<file path="config.mk">
export PLATFORM = sky130hd
export DESIGN_NAME = uart_rx
export DESIGN_NICKNAME = d
export VERILOG_FILES = /design/src/rtl/uart_rx.sv
export SDC_FILE = /design/constraint.sdc
export NUM_CORES = 1
export LEC_CHECK = 0
export BUFFER_PORTS_ARGS = -buffer_cell sky130_fd_sc_hd__buf_2
export CORE_AREA = 2 2 59 61
export CTS_CLUSTER_DIAMETER = 150
export DETAILED_ROUTE_END_ITERATION = 10
export DIE_AREA = 0 0 61 63
export PLACE_DENSITY = 0.65
export SLEW_MARGIN = 10
export SYNTH_ARGS = -nofsm -noshare
export SYNTH_HDL_FRONTEND = slang
export SYNTH_SLANG_ARGS = --single-unit
</file>
<file path="constraint.sdc">
create_clock -name clk -period 2.75 [get_ports clk]
set_input_delay 0.55 -clock clk [delete_from_list [all_inputs] [get_ports clk]]
set_output_delay 0.55 -clock clk [all_outputs]
set_load 0.01 [all_outputs]
</file>
<file path="src/rtl/uart_rx.sv">
// UART receiver: oversampled 8-data-bit, 1-parity-bit, 1-stop-bit frames.
// Ports: clk, reset (sync, active-high), rx (async line, idles high),
//   rx_data/rx_valid/parity_err/frame_err to the host, rx_busy when not idle.
module uart_rx #(
    parameter int OVERSAMPLE = 16,
    parameter bit PARITY_ODD = 1'b0
) (
    input  logic       clk,
    input  logic       reset,
    input  logic       rx,
    output logic [7:0] rx_data,
    output logic       rx_valid,
    output logic       parity_err,
    output logic       frame_err,
    output logic       rx_busy
);

    localparam int CW = $clog2(OVERSAMPLE);
    localparam logic [CW-1:0] HALF_M1 = CW'(OVERSAMPLE / 2 - 1);
    localparam logic [CW-1:0] FULL_M1 = CW'(OVERSAMPLE - 1);

    typedef enum logic [2:0] {
        S_IDLE,
        S_START,
        S_DATA,
        S_PARITY,
        S_STOP,
        S_BREAK
    } state_t;

    state_t state, state_next;

    logic [1:0]    sync;
    logic          rx_s;
    logic [CW-1:0] cnt;
    logic [2:0]    idx;
    logic [7:0]    sr;
    logic          perr;
    logic          bit_tick;
    logic          mid_tick;

    assign rx_s     = sync[1];
    assign bit_tick = (cnt == FULL_M1);
    assign mid_tick = (cnt == HALF_M1);

    // Two-flop synchronizer; resets to the idle level
    always_ff @(posedge clk) begin
        if (reset) begin
            sync <= 2'b11;
        end else begin
            sync <= {sync[0], rx};
        end
    end

    always_ff @(posedge clk) begin
        if (reset) begin
            state <= S_IDLE;
        end else begin
            state <= state_next;
        end
    end

    always_comb begin
        state_next = state;
        case (state)
            S_IDLE: begin
                if (!rx_s) state_next = S_START;
            end
            S_START: begin
                // High at mid start bit is a glitch, not a frame
                if (mid_tick) state_next = rx_s ? S_IDLE : S_DATA;
            end
            S_DATA: begin
                if (bit_tick && idx == 3'd7) state_next = S_PARITY;
            end
            S_PARITY: begin
                if (bit_tick) state_next = S_STOP;
            end
            S_STOP: begin
                if (bit_tick) state_next = rx_s ? S_IDLE : S_BREAK;
            end
            S_BREAK: begin
                // Hold off new start detection until the line is released
                if (rx_s) state_next = S_IDLE;
            end
            default: state_next = S_IDLE;
        endcase
    end

    always_comb begin
        rx_busy = (state != S_IDLE);
    end

    always_ff @(posedge clk) begin
        if (reset) begin
            cnt        <= '0;
            idx        <= '0;
            sr         <= '0;
            perr       <= 1'b0;
            rx_data    <= '0;
            rx_valid   <= 1'b0;
            parity_err <= 1'b0;
            frame_err  <= 1'b0;
        end else begin
            rx_valid <= 1'b0;
            // Restart on entry and at each bit boundary so a non-power-of-2
            // oversample rate still spaces data bits evenly
            if (state_next != state || bit_tick) begin
                cnt <= '0;
            end else begin
                cnt <= cnt + CW'(1);
            end
            if (state == S_START) begin
                idx <= '0;
            end
            if (state == S_DATA && bit_tick) begin
                sr  <= {rx_s, sr[7:1]};
                idx <= idx + 3'd1;
            end
            if (state == S_PARITY && bit_tick) begin
                perr <= (^sr) ^ rx_s ^ PARITY_ODD;
            end
            if (state == S_STOP && bit_tick) begin
                rx_data    <= sr;
                parity_err <= perr;
                frame_err  <= ~rx_s;
                rx_valid   <= 1'b1;
            end
        end
    end

endmodule

</file>
**Word level (Yosys, flattened, before mapping)**

Index checks and enable logic that the tools add are counted.

- $add $sub $neg: 2
- Eq/ne operators: 9
- Multiplexer cells: 12
- Bitwise logic cells: 2
- Reductions and logical operators: 10

Operators with widths:

| kind | count |
|---|---|
| 3-bit two-way mux | 9 |
| 3-bit one-hot mux with 6 select lines | 1 |
| 3-bit == test, second input constant | 3 |
| 8-bit XOR reduction | 1 |
| 3-bit by 2-bit == test with 1-bit output, second input constant | 2 |
| 4-bit by 1-bit adder with 4-bit output, second input constant | 1 |
| 4-bit by 3-bit == test with 1-bit output, second input constant | 1 |
| 4-bit == test, second input constant | 1 |
| 1-bit logical AND | 4 |
| 3-bit by 1-bit adder with 3-bit output, second input constant | 1 |
| 3-bit by 1-bit == test with 1-bit output, second input constant | 1 |
| 3-bit logical NOT | 1 |
| 3-bit inequality test | 1 |
| 3-bit nonzero test | 1 |
| 2-bit two-way mux | 1 |
| 2-bit nonzero test | 1 |
| 2-bit OR reduction | 1 |
| 1-bit logical OR | 1 |
| 1-bit two-way mux | 1 |
| 1-bit NOT | 1 |
| 1-bit XOR | 1 |

- Register bits: 32
- Bits of input ports: 3
- Output and inout bits: 12
- Logic and storage cells: 45

**Logic depth before layout (Yosys ltp)**

Gate-level depths: netlist of the first run.

- Depth in word-level cells: 7
- Depth in mapped cells: 8
- Mapped depth without buffers: 6

**Least setup slack after synthesis of the first run**

Ideal clock, no wire load.

- Path kind: reg2reg
- Start point: reg cnt[0]
- End point: reg cnt[0]
- Setup time: 101 ps
- Data arrival time: 1,818 ps
- Data required time: 2,649 ps
- Path slack: 831 ps
- Stages on the path, launching flop included: 8
- Path buffers: 1
- Clock period less this slack: 1,919 ps
- Path through: dfxtp_1 -> ha_1 -> and3_1 -> buf_6 -> and3_4 -> a22o_4 -> or4_1 -> o41ai_1

- Longest elaborated chain between the ends: 7
- Elaborated cells on any way between the ends: 12
- Those cells by class: 1 x add/sub; 3 x eq/ne; 5 x mux; 3 x reduce/logical

Ends and longest elaborated chain:

| element | RTL line | text |
|---|---|---|
| from (decl) | 35 | `logic [CW-1:0] cnt;` |
| from (signal assigned) | 111 | `cnt <= cnt + CW'(1);` |
| 4-bit == test | 43 | `assign bit_tick = (cnt == FULL_M1);` |
| 1-bit logical AND | 74 | `if (bit_tick && idx == 3'd7) state_next = S_PARITY;` |
| 3-bit two-way mux | 74 |  |
| 3-bit one-hot mux with 6 select lines | 65 | `case (state)` |
| 3-bit inequality test | 108 | `if (state_next != state \|\| bit_tick) begin` |
| 1-bit logical OR | 108 |  |
| 2-bit OR reduction (no line) | n/a |  |

Several ways; a longest one is shown, not always the timed one.
A chain may end at the register's enable or synchronous reset.

**Final worst setup path of the first run**

Same ends and word-level chain as after synthesis.

==> flow_summary.yaml, run 1 <==
global_routing:
  grt_max_degree: 31
  antenna_found_initial: 0
  grt_pass1_vias: 1029
  overflow: 0
  grtUsageTotal_pct: 15.26
  grt_pass1_wl_mm: 4.395
hold_path:
  hp-class: "primary input to flop"
  whs_endpoint: "sync[0]"
  min_from: "rx"
  hold_depth: 2
placement:
  portBuffers: 14
  place.gp.congestion: 0.8081
  hpwl_mm: 1.759
  place_inst: 206
  place_area_sq_um: 1484
  post-place-ws_ps: 652.1
clock_network:
  htreeDepth: 2
  clkTransAtPathRegs_ps: 90
  cts_resized: 0
  hold_buffers: 0
  cts_root_buffer: "clkbuf_4"
  cts.sinks: 32
  numCtsBuffers: 5
  post_cts_buffers: 0
  cts_tree: "yes"
  clock_latency_ps: 330
  cts_buffer_depth: 2
critical_path:
  cp.required_ps: 2970
  cp_max_fo: 8
  criticalPathCategory: "flop to flop"
  cp_data_arrival_time_ps: 2360
  r2r-end: "cnt[0]"
  r2r-start: "cnt[0]"
  cp-end-kind: "flop"
  critPathLaunchType: "flop"
  reg2regPathDepth: 6
  r2r_setup_slack_ps: 610
synth:
  yosysMostFrequentCell: "dfxtp_1"
  syn_inst: 156
  synth_top_area_share_pct: 45.71
  yosys_register_bits: 32
  synth_area_leaders: "dfxtp_1, mux2i_1, nand2_1"
  synth_warnings: 0
  synth.avg_cell_area_sq_um: 8.983
  synth_edf_count: 0
  async_reset_ff_share_pct: 0
  ys_top_cells_by_count: "dfxtp_1, nand2_1, nor2_1"
  netlist_area_sq_um: 1401
  yosysTopAreaCell: "dfxtp_1"
  syn_nets: 162
  synthDistinctLibCells: 33
  ys.flop_type: "dfxtp_1"
  synth-seq-area-share_pct: 45.71
die:
  design.core.area_sq_um: 3232
  pin_count: 15
  dieArea_sq_um: 3843
  die_h_microns: 63
  initial_core_util_pct: 43.36
  num_rows: 21
  die_x_microns: 61
sta:
  fmax_ghz: 0.4664
  setup_slack_ps: 605.8
  finalCriticalPeriod_ps: 2144
  tightest_slew_ps: 504.3
  setup_violations: 0
  finalCritPeriodShare_pct: 77.97
  fin_skew_ps: 4.821
  drv_slew: 0
  rsz0062_at_grt: "no"
  finalHoldViolations: 0
  max_slew_margin_pct: 66.38
  tns_ps: 0
pwr:
  p_per_area_nw_per_um2: 515.5
  ir_drop_mv: 0.3147
  p_int_uw: 610.1
  seqPwrFrac_pct: 59.8
  clkPwrFrac_pct: 35.3
  leakage_uw: 0.0006845
  switchingPower_uw: 187.1
  p_sw_share_pct: 23.47
  power_frac_comb_pct: 4.9
finish:
  drive_gt1_share_pct: 15.48
  n_antenna_cell: 0
  utilization_pct: 47.85
  fin_nets: 173
  fillers: 333
  area_growth_pct: 10.36
  stdcell_count: 214
  finalInstanceArea_sq_um: 1546
status:
  status: "finished clean"
detailed_routing:
  avgViaCountPerCell: 5.117
  avgRoutedWirePerCell_microns: 11.72
  wirelength_mm: 2.509
  drt_first_pass_iters: 4
  drt_iter0_markers: 45
  drc: 0
  drtAntennaViolNets: 0
  vias: 1095
run:
  max_cap_viol_count: 0
-- critical path, cell delays in order, from the launching register on --
cell,delay [ps]
dfxtp_1,390
ha_1,260
and3_1,320
o21ai_0,120
a21oi_1,410
nor2_1,130
o41ai_1,400
-- cell families (layout without fill, tap and decap cells) --
| group | after synthesis | after routing | share of synthesized area [%] |
|---|---|---|---|
| AO/OA/AOI/OAI | 30 | 30 | 14.64 |
| XOR/XNOR | 9 | 9 | 6.607 |
| adder cells (fa/ha/maj) | 3 | 3 | 2.679 |
| buffers and inverters | 15 | 27 | 4.821 |
| flip-flops | 32 | 32 | 45.71 |
| multiplexers | 10 | 10 | 7.143 |
| AND/OR/NAND/NOR | 57 | 57 | 18.39 |
-- state kept, by name, summed over array words and instances (netlist names) --
signal and count:
sr 8, rx_data 8, frame_err 1, cnt 4, idx 3, perr 1
parity_err 1, rx_valid 1, sync 2, state 3
-- placed cells by master, fill, tap and decap left out, types with 5 or more instances in the layout --
master / n
xnor2_1: 6
a21oi_1: 13
nand3_1: 7
dfxtp_1: 32
nand2_1: 21
clkbuf_4: 5
nor2_1: 17
buf_2: 14
o21ai_0: 5
mux2i_1: 10
-- area by class of cell --
cell class	instances	area, sq um	area share, %
Multi-Input combinational cell	109	693.2	44.82
Sequential cell	32	640.6	41.42
Timing Repair Buffer	15	77.57	5.016
Tap cell	46	57.56	3.722
Clock buffer	7	55.05	3.560
Inverter	4	15.01	0.9709
Clock inverter	1	7.507	0.4854
-- worst max path at each step --
stage	start	slack, ps	to	cells after the start
after floorplan	cnt[0]	830	cnt[0]	7
after global placement	cnt[0]	740	cnt[0]	6
after detailed placement	cnt[0]	650	cnt[0]	6
after CTS	cnt[0]	620	cnt[0]	6
after global routing	cnt[0]	470	cnt[0]	6
final	cnt[0]	610	cnt[0]	6
-- per-stage QoR --
step                      power [uW]  hold WS (ps)
after floorplan                516.8         389.5
after global placement         523.6         392.4
after detailed placement       526.6         398.8
after CTS                      813.8         384.0
after global routing           835.5         395.9
final                          797.2         398.7
-- power groups by stage --
stage | Clock [uW] | Combinational, uW | Sequential, uW
finish | 281 | 38.8 | 477
global route | 313 | 43.8 | 479
CTS | 298 | 39.0 | 477
detailed placement | 0 | 38.7 | 488
global placement | 0 | 36.3 | 487
floorplan | 0 | 32.9 | 484
-- per-layer routing --
metal | vias to the layer above | global-route usage, % | wire, microns | part of all wire, %
met2 | 22 | 22.98 | 1205 | 48
met5 | - | 0 | 0 | 0
met1 | 504 | 18.76 | 1133 | 45
li1 | 563 | - | - | -
met4 | 0 | 8.967 | 57 | 2.3
met3 | 6 | 4.555 | 112 | 4.5
No activity file was read; power rests on OpenSTA's default activity.
==> inputs of run 2 (changes only) <==
PLACE_DENSITY = 0.68   (was 0.65)
clock period = 1.9 ns   (was 2.75 ns; I/O delays follow)
==> run 2 against run 1 <==
Against the previous run: non-clock buffer count increased by 6; first-iteration DRC count increased by 110%; power increased by 45%; largest cell class unchanged.
==> flow_summary.yaml, run 2 (same netlist as run 1, synthesis figures left out) <==
detailed_routing:
  drc: 0
  avgViaCountPerCell: 5.164
  wirelength_mm: 2.627
  avgRoutedWirePerCell_microns: 11.94
  vias: 1136
  drtAntennaViolNets: 0
  drt_iter0_markers: 94
  drt_first_pass_iters: 4
finish:
  multi_input_area_sq_um: 700.7
  fillers: 324
  area_growth_pct: 14.11
  fin_nets: 179
  n_antenna_cell: 0
  final_cell_mix: "dfxtp_1, nand2_1, nor2_1, buf_2, a21oi_1"
  register_area_sq_um: 640.6
  drive_gt1_share_pct: 19.54
  reg.largest.list: "rx_data (8), sr (8), cnt (4)"
  final_common_cell: "dfxtp_1"
sta:
  finalHoldViolations: 0
  finalCritPeriodShare_pct: 95.29
  finalCriticalPeriod_ps: 1810
  rsz0062_at_grt: "no"
  fin_hold_ws_ps: 243.7
  setup_slack_ps: 89.51
  max_slew_margin_pct: 74.82
  fin_skew_ps: 7.448
  setup_violations: 0
  fmax_ghz: 0.5523
  tns_ps: 0
  tightest_slew_ps: 368.1
  drv_slew: 0
pwr:
  leakage_uw: 0.0007105
  ir_drop_mv: 0.4533
  p_int_uw: 888.8
  seqPwrFrac_pct: 59.8
  clkPwrFrac_pct: 34.8
  p_per_area_nw_per_um2: 723.6
  p_sw_share_pct: 23.18
  switchingPower_uw: 268.2
  power_frac_comb_pct: 5.4
placement:
  place.gp.congestion: 0.8396
  portBuffers: 14
  post-place-ws_ps: 28.10
  hpwl_mm: 1.828
clock_network:
  clkTransAtPathRegs_ps: 90
  cts_tree: "yes"
  post_cts_buffers: 0
  numCtsBuffers: 5
  htreeDepth: 2
  cts.sinks: 32
  cts_root_buffer: "clkbuf_4"
  clock_latency_ps: 320
  cts_buffer_depth: 2
critical_path:
  cp_data_arrival_time_ps: 2030
  cp.required_ps: 2120
  reg2regPathDepth: 6
  cp-end-kind: "flop"
  critPathBufInv: 0
  r2r-end: "cnt[0]"
  crit_top_cell: "and3_4"
  slowest_delay_ps: 480
  criticalPathCategory: "flop to flop"
  cp_cell_sequence: "ha_2, and3_4, and3_4, a22o_4, or4_1, o41ai_1"
  cp_max_fo: 8
  cp_top_family: "simple AND/OR/NAND/NOR gates"
  cp_slowest_cell: "or4_1"
  critPathLaunchType: "flop"
  r2r-start: "cnt[0]"
  r2r_setup_slack_ps: 90
global_routing:
  grt_pass1_vias: 1019
  grt_max_degree: 29
  grt_pass1_wl_mm: 4.485
  grtUsageTotal_pct: 15.37
  overflow: 0
  antenna_found_initial: 0
die:
  design.core.area_sq_um: 3232
  dieArea_sq_um: 3843
  die_h_microns: 63
  num_rows: 21
  initial_core_util_pct: 43.36
  die_x_microns: 61
  pin_count: 15
hold_path:
  whs_endpoint: "sync[0]"
  min_from: "rx"
  hold_depth: 2
  hp-class: "primary input to flop"
run:
  max_cap_viol_count: 0
status:
  status: "finished clean"
[run 2: cell count changes in the layout (fill, tap and decap cells not counted), sizes merged]
cell / change
buf: +6
[run 2: stage by stage]
| step | cell area (sq um) | power, uW | cells | util (%) |
|---|---|---|---|---|
| 6_report | 1599 | 1157 | 220 | 49.48 |
| 5_1_grt | 1599 | 1219 | 220 | 49.48 |
| 4_1_cts | 1594 | 1172 | 220 | 49.32 |
| 3_5_place_dp | 1531 | 768.8 | 212 | 47.39 |
| 3_3_place_gp | 1531 | 765.7 | 212 | 47.39 |
| 2_1_floorplan | 1404 | 748.7 | 156 | - |
[run 2: what timing repair did]
action / in CTS / in global routing
hold buffers: 0 / 0
setup endpoints to repair: 0 / 4
gates resized for setup: 0 / 2
[run 2: layer usage]
metal  vias up  wire [microns]  global-route usage, %  share of wire, %
met3         2             112                  6.211               4.3
met2        25            1232                  21.37                47
met5         -               0                      0                 0
met4         0              23                  5.163              0.88
li1        573               -                      -                 -
met1       536            1259                  21.39                48
[run 2: worst max path at each step]
stage                      start  cells after the start     end  slack, ps
after floorplan           cnt[0]                      7  cnt[0]         30
after CTS                 cnt[0]                      6  cnt[0]         10
final                     cnt[0]                      6  cnt[0]         90
after global placement    cnt[0]                      6  cnt[0]         80
after detailed placement  cnt[0]                      6  cnt[0]         30
after global routing      cnt[0]                      6  cnt[0]          4
[run 2: final cells by class]
class / instances / share of cell area, %
inverters: 4 / 0.9390
well taps: 46 / 3.599
clock buffers: 7 / 3.443
repair buffers: 21 / 7.668
multi-input cells: 109 / 43.82
clock inverters: 1 / 0.4695
flip-flops and latches: 32 / 40.06
[run 2: power groups by stage]
stage	logic (uW)	clock network (uW)	registers, uW
finish	62.9	403	692
detailed placement	62.2	0	707
global route	70.8	455	693
CTS	62.7	418	691
global placement	60.0	0	706
floorplan	48.1	0	701
==> inputs of run 3 (changes only) <==
CORE_AREA = 2 2 58 60   (was 2 2 59 61)
DIE_AREA = 0 0 60 62   (was 0 0 61 63)
PLACE_DENSITY = 0.7   (was 0.68)
==> run 3 against run 2 <==
Against the previous run: first-iteration DRC count is 79% lower; die area down 3.2%; count of clock-buffer cells in the layout is 1 lower; clock power up 26%; via count fell by 0.35%; register-to-register slack got worse by 50 ps; clock skew up 1.8 ps; worst hold slack worse by 11 ps; largest power group unchanged.
==> flow_summary.yaml, run 3 (same netlist as run 1, synthesis figures left out) <==
sta:
  drv_slew: 0
  fin_hold_ws_ps: 232.5
  setup_violations: 0
  fmax_ghz: 0.5362
  tightest_slew_ps: 367.9
  finalCritPeriodShare_pct: 98.16
  finalHoldViolations: 0
  max_slew_margin_pct: 75.40
  tns_ps: 0
  fin_skew_ps: 9.247
  finalCriticalPeriod_ps: 1865
  rsz0062_at_grt: "no"
hold_path:
  hold_depth: 2
  hp-class: "primary input to flop"
  whs_endpoint: "sync[0]"
  min_from: "rx"
clock_network:
  cts_root_buffer: "clkbuf_4"
  cts.sinks: 32
  clock_latency_ps: 330
  cts_buffer_depth: 2
  numCtsBuffers: 5
  clkTransAtPathRegs_ps: 100
  cts_tree: "yes"
  htreeDepth: 2
critical_path:
  r2r-start: "cnt[0]"
  r2r_setup_slack_ps: 40
  slowest_delay_ps: 480
  cp_slowest_cell: "or4_4"
  cp_max_fo: 8
  cp-end-kind: "flop"
  criticalPathCategory: "flop to flop"
  cp_cell_sequence: "ha_2, and3_4, and3_4, a22o_4, or4_4, o41ai_1"
  r2r-end: "cnt[0]"
  cp.required_ps: 2110
  reg2regPathDepth: 6
  critPathLaunchType: "flop"
  cp_data_arrival_time_ps: 2070
  crit_top_cell: "and3_4"
  startpoint: "cnt[0]"
global_routing:
  overflow: 0
  grt_pass1_wl_mm: 4.436
  antenna_found_initial: 0
  grtUsageTotal_pct: 16.13
  grt_pass1_vias: 1025
  grt_max_degree: 23
detailed_routing:
  wirelength_mm: 2.616
  avgRoutedWirePerCell_microns: 11.84
  drc: 0
  avgViaCountPerCell: 5.122
  vias: 1132
  drtAntennaViolNets: 0
  drt_first_pass_iters: 5
  drt_iter0_markers: 20
placement:
  place.gp.congestion: 0.8038
  portBuffers: 14
  place_area_sq_um: 1531
  hpwl_mm: 1.764
finish:
  fillers: 300
  final_common_cell: "dfxtp_1"
  n_antenna_cell: 0
  final_cell_mix: "dfxtp_1, nand2_1, nor2_1, buf_2, a21oi_1"
  reg.largest.list: "rx_data (8), sr (8), cnt (4)"
  multi_input_area_sq_um: 704.4
  register_area_sq_um: 644.4
  fin_nets: 180
  finalInstanceArea_sq_um: 1628
  drive_gt1_share_pct: 21.14
  utilization_pct: 51.20
  area_growth_pct: 16.16
pwr:
  p_total_uw: 1270
  ir_drop_mv: 0.3823
  leakage_uw: 0.0007281
  p_per_area_nw_per_um2: 780.0
die:
  initial_core_util_pct: 44.08
  dieArea_sq_um: 3720
  die_x_microns: 60
  die_h_microns: 62
  num_rows: 21
  design.core.area_sq_um: 3179
  pin_count: 15
run:
  max_cap_viol_count: 0
status:
  status: "finished clean"
## run 3: cell types whose count changed in the layout (fill, tap and decap cells not counted)
cell        previous run  this run
dfxtp_1               32        31
clkinv_2               0         1
or4_1                  1         0
dfxtp_4                0         1
or4_4                  0         1
clkinvlp_4             1         0
buf_4                  7         8
bufinv_16              0         1
clkbuf_8               1         0
## run 3: what timing repair did
| action | in CTS | in global routing |
|---|---|---|
| endpoints found under the setup margin | 1 | 1 |
| buffers inserted | 0 | 1 |
| hold buffers | 0 | 0 |
| resized for setup | 3 | 2 |
## run 3: worst max path at each step
stage,to,cells after the start,slack [ps]
floorplan,cnt[0],7,30
global placement,cnt[0],6,80
detailed placement,cnt[0],6,50
CTS,cnt[0],6,20
global route,cnt[0],6,3
finish,cnt[0],6,40
## run 3: cell type report
cell class,count,area share (%)
Timing Repair Buffer,22,7.994
Sequential cell,32,39.58
Multi-Input combinational cell,109,43.27
Clock inverter,2,2.152
Tap cell,46,3.536
Inverter,4,0.9224
Clock buffer,6,2.537
## run 3: routing by layer
metal  share of wire (%)  vias up  track usage [%]
li1                    -      573                -
met1                  45      520            18.93
met2                  48       32            27.02
met3                 4.7        7            4.969
met4                 2.2        0            7.619
met5                   0        -                0
## run 3: where the power goes
part	switching, uW	leakage (uW)	internal, uW
clock network	231	0.0000422	276
logic	39.2	0.000427	32.8
registers	10.6	0.000259	681
## run 3: critical path: cells and delay by family (launching register included)
family	cells	cell delay, ps
adders and majority gates	1	180
AOI/OAI and AO/OA	2	340
DFF	1	360
and+or+nand+nor	3	870
## run 3: metrics by stage
step           cells  setup WS (ps)
2_1_floorplan    156          27.11
3_3_place_gp     212          80.49
3_5_place_dp     212          47.01
4_1_cts          220          23.09
5_1_grt          221          2.590
6_report         221          35.02
